**src/rtl/cordic_grad_sched.sv**
```systemverilog
// Gradient scheduler: arbitrates four requesters into an external CORDIC, tracks ids through a tag line, buffers results in a FWFT FIFO.
// Build option: define CORDIC_SCHED_FIXED_PRIO_EN for fixed lowest-id priority instead of round-robin.
module cordic_grad_sched #(
  parameter int NREQ       = 4,
  parameter int CORDIC_LAT = 13,
  parameter int FIFO_DEPTH = 16,
  parameter int DATA_W     = 17
) (
  input  logic                   iclk,
  input  logic                   ireset,
  input  logic [NREQ-1:0]        req_valid,
  input  logic [NREQ*DATA_W-1:0] req_x,
  input  logic [NREQ*DATA_W-1:0] req_y,
  output logic [NREQ-1:0]        req_ready,
  output logic [DATA_W-1:0]      cx,
  output logic [DATA_W-1:0]      cy,
  input  logic [DATA_W-1:0]      cordic_mag,
  input  logic [DATA_W-1:0]      cordic_ang,
  output logic                   res_valid,
  input  logic                   res_ready,
  output logic [DATA_W-1:0]      res_mag,
  output logic [DATA_W-1:0]      res_ang,
  output logic [1:0]             res_id,
  output logic                   busy
);
  localparam int PW = $clog2(FIFO_DEPTH);
  localparam int CW = $clog2(FIFO_DEPTH + 1);
  localparam logic [CW:0] DEPTH_L = (CW+1)'(FIFO_DEPTH);

  logic [1:0]          gnt_id, idx;
  logic                gnt_any, xfer, tail_vld, push, pop;
  logic [CW-1:0]       inflight_q, inflight_d, fifo_cnt_q, fifo_cnt_d;
  logic [CW:0]         occ;
  logic [DATA_W-1:0]   cx_q, cy_q;
  logic [CORDIC_LAT:0] tvld_q;
  logic [1:0]          tid_q [CORDIC_LAT+1];
  logic [PW-1:0]       wr_ptr_q, rd_ptr_q;
  logic [DATA_W-1:0]   mem_mag [FIFO_DEPTH];
  logic [DATA_W-1:0]   mem_ang [FIFO_DEPTH];
  logic [1:0]          mem_id  [FIFO_DEPTH];

  function automatic logic [PW-1:0] ptr_inc(input logic [PW-1:0] p);
    return (p == PW'(FIFO_DEPTH - 1)) ? '0 : p + 1'b1;
  endfunction

  // Inflight plus buffered results bounds issue so a push never meets a full FIFO
  assign occ = {1'b0, inflight_q} + {1'b0, fifo_cnt_q};

`ifndef CORDIC_SCHED_FIXED_PRIO_EN
  logic [1:0] rr_ptr_q;

  always_ff @(posedge iclk or negedge ireset) begin
    if (!ireset)   rr_ptr_q <= '0;
    else if (xfer) rr_ptr_q <= gnt_id + 2'd1;
  end
`endif

  // Descending scan so the lowest offset from the start point wins
  always_comb begin
    gnt_any   = 1'b0;
    gnt_id    = '0;
    idx       = '0;
    req_ready = '0;
    for (int k = NREQ - 1; k >= 0; k--) begin
`ifdef CORDIC_SCHED_FIXED_PRIO_EN
      idx = 2'(k);
`else
      idx = rr_ptr_q + 2'(k);
`endif
      if (req_valid[idx]) begin
        gnt_any = 1'b1;
        gnt_id  = idx;
      end
    end
    if (ireset && gnt_any && (occ < DEPTH_L)) req_ready[gnt_id] = 1'b1;
  end

  assign xfer = |(req_valid & req_ready);

  // Operand register: idle cycles feed zeros into the CORDIC
  always_ff @(posedge iclk or negedge ireset) begin
    if (!ireset) begin
      cx_q <= '0;
      cy_q <= '0;
    end else if (xfer) begin
      cx_q <= req_x[gnt_id*DATA_W +: DATA_W];
      cy_q <= req_y[gnt_id*DATA_W +: DATA_W];
    end else begin
      cx_q <= '0;
      cy_q <= '0;
    end
  end

  assign cx = cx_q;
  assign cy = cy_q;

  // Tag line: stage 0 loads with the operand, tail lines up with the CORDIC output register
  always_ff @(posedge iclk or negedge ireset) begin
    if (!ireset) tvld_q <= '0;
    else         tvld_q <= {tvld_q[CORDIC_LAT-1:0], xfer};
  end

  always_ff @(posedge iclk) begin
    tid_q[0] <= gnt_id;
    for (int i = 1; i <= CORDIC_LAT; i++) tid_q[i] <= tid_q[i-1];
  end

  assign tail_vld = tvld_q[CORDIC_LAT];
  assign push     = tail_vld;
  assign pop      = res_valid & res_ready;

  always_comb begin
    inflight_d = inflight_q;
    fifo_cnt_d = fifo_cnt_q;
    if (xfer && !tail_vld)      inflight_d = inflight_q + 1'b1;
    else if (!xfer && tail_vld) inflight_d = inflight_q - 1'b1;
    if (push && !pop)           fifo_cnt_d = fifo_cnt_q + 1'b1;
    else if (!push && pop)      fifo_cnt_d = fifo_cnt_q - 1'b1;
  end

  always_ff @(posedge iclk or negedge ireset) begin
    if (!ireset) begin
      inflight_q <= '0;
      fifo_cnt_q <= '0;
      wr_ptr_q   <= '0;
      rd_ptr_q   <= '0;
    end else begin
      inflight_q <= inflight_d;
      fifo_cnt_q <= fifo_cnt_d;
      if (push) wr_ptr_q <= ptr_inc(wr_ptr_q);
      if (pop)  rd_ptr_q <= ptr_inc(rd_ptr_q);
    end
  end

  always_ff @(posedge iclk) begin
    if (push) begin
      mem_mag[wr_ptr_q] <= cordic_mag;
      mem_ang[wr_ptr_q] <= cordic_ang;
      mem_id[wr_ptr_q]  <= tid_q[CORDIC_LAT];
    end
  end

  // Head fields read zero whenever the FIFO is empty
  assign res_valid = (fifo_cnt_q != '0);
  assign res_mag   = res_valid ? mem_mag[rd_ptr_q] : '0;
  assign res_ang   = res_valid ? mem_ang[rd_ptr_q] : '0;
  assign res_id    = res_valid ? mem_id[rd_ptr_q]  : '0;
  assign busy      = (occ != '0);

endmodule

```
**config.mk**
```make
export PLATFORM = sky130hd
export DESIGN_NAME = cordic_grad_sched
export DESIGN_NICKNAME = d
export VERILOG_FILES = /design/src/rtl/cordic_grad_sched.sv
export SDC_FILE = /design/constraint.sdc
export NUM_CORES = 1
export LEC_CHECK = 0
export BUFFER_PORTS_ARGS = -buffer_cell sky130_fd_sc_hd__buf_4
export CORE_MARGIN = 3
export CORE_UTILIZATION = 50
export DETAILED_ROUTE_END_ITERATION = 10
export HOLD_SLACK_MARGIN = 0.12
export PLACE_DENSITY = 0.69
export REMOVE_ABC_BUFFERS = 1
export SLEW_MARGIN = 25
export SYNTH_ARGS = -nofsm -noshare
export SYNTH_HDL_FRONTEND = slang
export SYNTH_SLANG_ARGS = --single-unit
```
**constraint.sdc**
```tcl
create_clock -name iclk -period 11.9 [get_ports iclk]
set_clock_uncertainty 0.15 [all_clocks]
set_input_delay 1.785 -clock iclk [delete_from_list [all_inputs] [get_ports iclk]]
set_output_delay 1.785 -clock iclk [all_outputs]
set_load 0.005 [all_outputs]
```
==> After elaboration in Yosys (flattened, before gate mapping) <==
Memory sizes are Yosys's and may differ from the RTL's.
Cells that the tools add are included.
{ "word_totals": {"input_bits": 177, "output_inout_bits": 76, "reg_bits": 68, "ram_bits": 604, "mem_count": 4} }
{ "classes": {"n_lt_le_gt_ge": 7, "n_bitwise": 2, "eq_ne": 2, "n_shift": 2, "muxes": 32, "mul": 1, "reduce_logical": 15, "addsub": 11} }
{ "mem_list": {"columns": ["memory", "words", "word_bits", "rd", "rd_clocked_by_memory_dff", "wr", "line_no", "source"], "rows": [
  ["mem_ang", 16, 17, 1, 0, 1, "39", "logic [DATA_W-1:0] mem_ang [FIFO_DEPTH];"],
  ["mem_mag", 16, 17, 1, 0, 1, "38", "logic [DATA_W-1:0] mem_mag [FIFO_DEPTH];"],
  ["mem_id", 16, 2, 1, 0, 1, "40", "logic [1:0] mem_id [FIFO_DEPTH];"],
  ["tid_q", 14, 2, 14, 0, 14, "36", "logic [1:0] tid_q [CORDIC_LAT+1];"]
]} }
{ "op_table": {"columns": ["operator", "n"], "rows": [
  ["$shiftx 68x8->17", 2],
  ["$mux 17", 4],
  ["$mux 5", 4],
  ["$lt 2x3->1 const B", 5],
  ["$mux 4", 3],
  ["$mux 1", 11],
  ["$add 5x1->5 const B", 2],
  ["$mux 2", 5],
  ["$sub 5x1->5 const B", 2],
  ["$add 4x1->4 const B", 2],
  ["$bmux 1 s2", 4],
  ["$eq 4x4->1 const B", 2],
  ["$logic_and 1x1->1", 7],
  ["$mul 2x5->7 const B", 1],
  ["$add 5x5->6", 1],
  ["$lt 6x5->1 const B", 1],
  ["$reduce_bool 6->1", 1],
  ["$reduce_bool 5->1", 1],
  ["$add 2x1->2 const B", 2],
  ["$add 2x2->2 const B", 2],
  ["$and 4x4->4", 1],
  ["$reduce_bool 2->1", 2],
  ["$reduce_or 4->1", 1],
  ["$logic_not 1->1", 3],
  ["other kinds (3)", 3]
]} }

==> Longest topological paths before layout <==
{ "depth": {"word_depth": 18, "mapped_depth": 17, "ltp_nobuf": 16} }

==> Least setup slack after synthesis <==
No wires, ideal clock.
{ "synth_timing": {"kind": "input port to flip-flop", "startpoint": "input port req_valid[2]", "endpoint": "register inflight_q[4]", "setup_slack_ps": 6815, "required_time_ps": 11625, "stages": 16, "t_arrival_ps": 4809, "path_cell_list": "inv_1 > o22ai_1 > a211oi_1 > inv_1 > ha_1 > a22o_1 > a221oi_1 > nor3_4 > ha_1 > inv_1 > ha_1 > a21o_1 > a21oi_1 > xnor2_1 > nor2_1 > xor2_1"} }
{ "synth_between": {"elab_chain_cells": 16, "elab_cells_between_ends": 31, "classes_between": "order compare (2); mux (20); bitwise (1); reduce/logical (8)"} }
{ "synth_lines": {"columns": ["element", "line_no", "source"], "rows": [
  ["start: declaration", "11", "input logic [NREQ-1:0] req_valid,"],
  ["$bmux 1 s2", "70", "if (req_valid[idx]) begin"],
  ["$mux 1 (implied by the code)", "70", null],
  ["$mux 2 (3 in a row)", "70", null],
  ["$mux 2 (*)", "70", null],
  ["via gnt_id[0]", "30", "logic [1:0] gnt_id, idx;"],
  ["$lt 2x3->1 (implied by the code) or $ge 2x1->1 (tied branches)", "75", "if (ireset && gnt_any && (occ < DEPTH_L)) req_ready[gnt_id] = 1'b1;"],
  ["$logic_and 1x1->1 (implied by the code)", "75", null],
  ["$mux 1 (implied by the code)", "75", null],
  ["$demux 1 s2 (*)", "75", null],
  ["$mux 4 (*)", "75", null],
  ["$and 4x4->4 (*)", "78", "assign xfer = |(req_valid & req_ready);"],
  ["$reduce_or 4->1 (*)", "78", null],
  ["via xfer", "31", "logic gnt_any, xfer, tail_vld, push, pop;"],
  ["$logic_not 1->1", "116", "else if (!xfer && tail_vld) inflight_d = inflight_q - 1'b1;"],
  ["$logic_and 1x1->1", "116", null],
  ["$reduce_bool 2->1 (no line)", null, null],
  ["end signal: assignment", "128", "inflight_q <= inflight_d;"],
  ["end: declaration", "32", "logic [CW-1:0] inflight_q, inflight_d, fifo_cnt_q, fifo_cnt_d;"]
]} }
The timed path passes the listed nets; every way through them passes the cells marked *. The select of a mux whose other input is x is not followed.
A chain may end at the register's enable or synchronous reset.

==> Final worst setup path <==
{ "layout_timing": {"startpoint": "register rd_ptr_q[0]", "endpoint": "output port res_ang[0]"} }
{ "layout_between": {"elab_chain_cells": 2} }
{ "layout_lines": {"columns": ["element", "line_no", "source"], "rows": [
  ["start: declaration", "37", "logic [PW-1:0] wr_ptr_q, rd_ptr_q;"],
  ["start signal: assignment", "131", "if (pop) rd_ptr_q <= ptr_inc(rd_ptr_q);"],
  ["$mem_v2 16x17", null, null],
  ["$mux 17", "146", "assign res_ang = res_valid ? mem_ang[rd_ptr_q] : '0;"],
  ["end: declaration", "22", "output logic [DATA_W-1:0] res_ang,"]
]} }
Every way passes these cells.

==> flow_summary.ini <==
[status]
status = completed

[final_layout]
final_layout_size_suffix_gt1_frac = 0.343
nNetsFinal = 1728
final_area_sq_mm = 0.0309
syn2layout_area_growth_pct = 18.4
final_cells = 2262
nFillCells = 3759

[grt]
gr-total-overflow = 0
grt_pass1_vias = 13700
track_usage = 0.213
antenna_found_initial = 4
grt_pass1_wl_microns = 85300
grt_start_max_net_pins = 70

[logic_synthesis]
synth_cell_type_count = 42
synth_top_area_frac = 0.663
synth.area.top_cells = edfxtp_1, mux4_2, dfrtp_1, mux2i_1, dfxtp_1
synthArstFlopShare = 0.101
ys_ff_latch = 672
synth_edf_count = 576
netlist_area_sq_mm = 0.0261
synth-seq-area-share = 0.750
synth_most_common_cell = edfxtp_1
synth_top_cell_by_area = edfxtp_1
netlist_top_cells_count = edfxtp_1, mux4_2, mux2i_1
yosys_warnings = 0
synthCells = 1246
synth_area_per_cell_sq_um = 20.9
ys.flop_type = edfxtp_1

[die]
die_h_microns = 234
die_area_sq_mm = 0.0549
chipWidth_microns = 234
start_util = 0.506
io_pins = 253
core_sq_mm = 0.0515
rows = 83

[timing]
drv_slew = 0
hold_viol = 0
relSlewSlack = 0.309
min_period_over_period = 0.506
setup_viol = 0
post-route-min-period_ns = 6.02
clock.fmax_mhz = 166
rsz0062_at_grt = no
tns_ns = 0
worst_slew_pin_slew_ns = 1.04

[route]
vias = 13000
vias_per_cell = 5.77
route.final.wire_length_microns = 57700
ant_nets = 0
drc = 0
wire_per_inst_microns = 25.5
first_pass_iters = 5
drtIter0Drc = 933

[setup_path]
r2r-end = inflight_q[4]$_DFFE_PN0P_
critPathLaunch = rd_ptr_q[0]$_DFFE_PN0P_
worst-endpoint-arrival_ns = 4.08
r2r-start = rr_ptr_q[0]$_DFFE_PN0P_
reg2reg_slack_ns = 7.70
crit_type = flop to output port
ff2ff_path_depth = 16
endpoint_kind = output port
endpoint = res_ang[0]
cp_max_fo = 41
start_kind = flop
cp.required_ns = 9.97

[power_and_ir_drop]
p_per_area_mw_per_mm2 = 150
total_power_mw = 4.64
peakVddDrop_mv = 0.131
p_leak_nw = 10.4

[cts]
cts_max_level = 3
clockBufferDepth = 3
cts.clk_slew.worst_paths_ns = 0.06
postCtsSetupBuffers = 0
cts_resized = 0
insertion_delay_ns = 0.58
cts_hold_buf = 0
cts_root_buffer = clkbuf_16
cts_tree = yes
clock-sinks = 672
cts_inserted_buffers = 68

[flow_run]
maxCapViolCount = 0

[placed_design]
dpl_cell_area_sq_mm = 0.0288
routabilityCongestion = 0.871
hpwlAfterDp_microns = 32300
portBuffers = 252
dp.cells = 2136

[hold_path]
hold_class = flop to flop
[flip-flops by register name, summed over array words and instances, names as in the netlist]
register	flops
fifo_cnt_q	5
inflight_q	5
cx	17
wr_ptr_q	4
rr_ptr_q	2
mem_mag	272
mem_ang	272
tid_q	28
rd_ptr_q	4
cy	17
tvld_q	14
mem_id	32
[kinds of logic after synthesis]
group           synth area share
xor+xnor                 0.00470
compound gates            0.0264
simple gates              0.0118
fa+ha+maj                 0.0129
flops                      0.750
buf+inv                   0.0146
mux                        0.180
[layer usage]
layer | routed length [microns] | track usage | part of all wire | vias to the layer above
li1 | - | - | - | 5684
met1 | 22600 | 0.277 | 0.39 | 6724
met2 | 28900 | 0.357 | 0.50 | 549
met3 | 4340 | 0.0483 | 0.075 | 86
met4 | 1730 | 0.0759 | 0.030 | 2
met5 | 12 | 0 | 0.00021 | -
[stage by stage]
stage,hold slack (ns),worst slack (ns),utilization
floorplan,0.160,3.38,-
global placement,0.161,6.42,0.559
detailed placement,0.162,6.25,0.559
CTS,0.173,5.73,0.599
global route,0.178,5.49,0.599
finish,0.170,5.88,0.599
[cells in the final DEF (no fill, tap or decap), drive strengths merged, types with 22 or more instances in the layout]
cell type / count
buf: 277
clkbuf: 93
clkinv: 22
dfrtp: 68
dfxtp: 28
edfxtp: 576
ha: 22
mux2i: 140
mux4: 144
o22ai: 71
[area by class of cell]
| type | count | area [sq um] | area share |
|---|---|---|---|
| well taps | 680 | 851 | 0.0276 |
| diodes | 3 | 7.51 | 0.000243 |
| clock buffers | 93 | 1860 | 0.0602 |
| flip-flops and latches | 672 | 19600 | 0.634 |
| multi-input cells | 496 | 6270 | 0.203 |
| clock inverters | 30 | 201 | 0.00652 |
| inverters | 11 | 41.3 | 0.00134 |
| repair buffers | 277 | 2080 | 0.0673 |
[power breakdown]
| part | switching (mW) | total (mW) | internal, mW |
|---|---|---|---|
| Combinational | 0.0547 | 0.108 | 0.0529 |
| Clock | 0.847 | 1.97 | 1.12 |
| Sequential | 0.00329 | 2.57 | 2.56 |
| Total | 0.905 | 4.64 | 3.74 |
[worst min-delay path by stage]
stage / start / endpoint / slack, ns / depth (start not counted)
after floorplan: tid_q[0][8]$_DFF_P_ / tid_q[0][10]$_DFF_P_ / 0.16 / 0
after global placement: tid_q[0][13]$_DFF_P_ / tid_q[0][15]$_DFF_P_ / 0.16 / 0
after detailed placement: tid_q[0][13]$_DFF_P_ / tid_q[0][15]$_DFF_P_ / 0.16 / 0
after CTS: tid_q[1][9]$_DFF_P_ / tid_q[1][11]$_DFF_P_ / 0.17 / 0
after global routing: tid_q[1][9]$_DFF_P_ / tid_q[1][11]$_DFF_P_ / 0.18 / 0
final: tid_q[0][6]$_DFF_P_ / tid_q[0][8]$_DFF_P_ / 0.17 / 0
[worst max-delay path: stages, from the launching register on]
cell,delay [ns]
dfrtp_4,0.74
buf_4,0.73
buf_4,0.78
mux4_2,0.60
mux2i_1,0.18
o22ai_1,0.19
buf_4,0.23
Note: power is estimated with default switching activity, not from simulation.
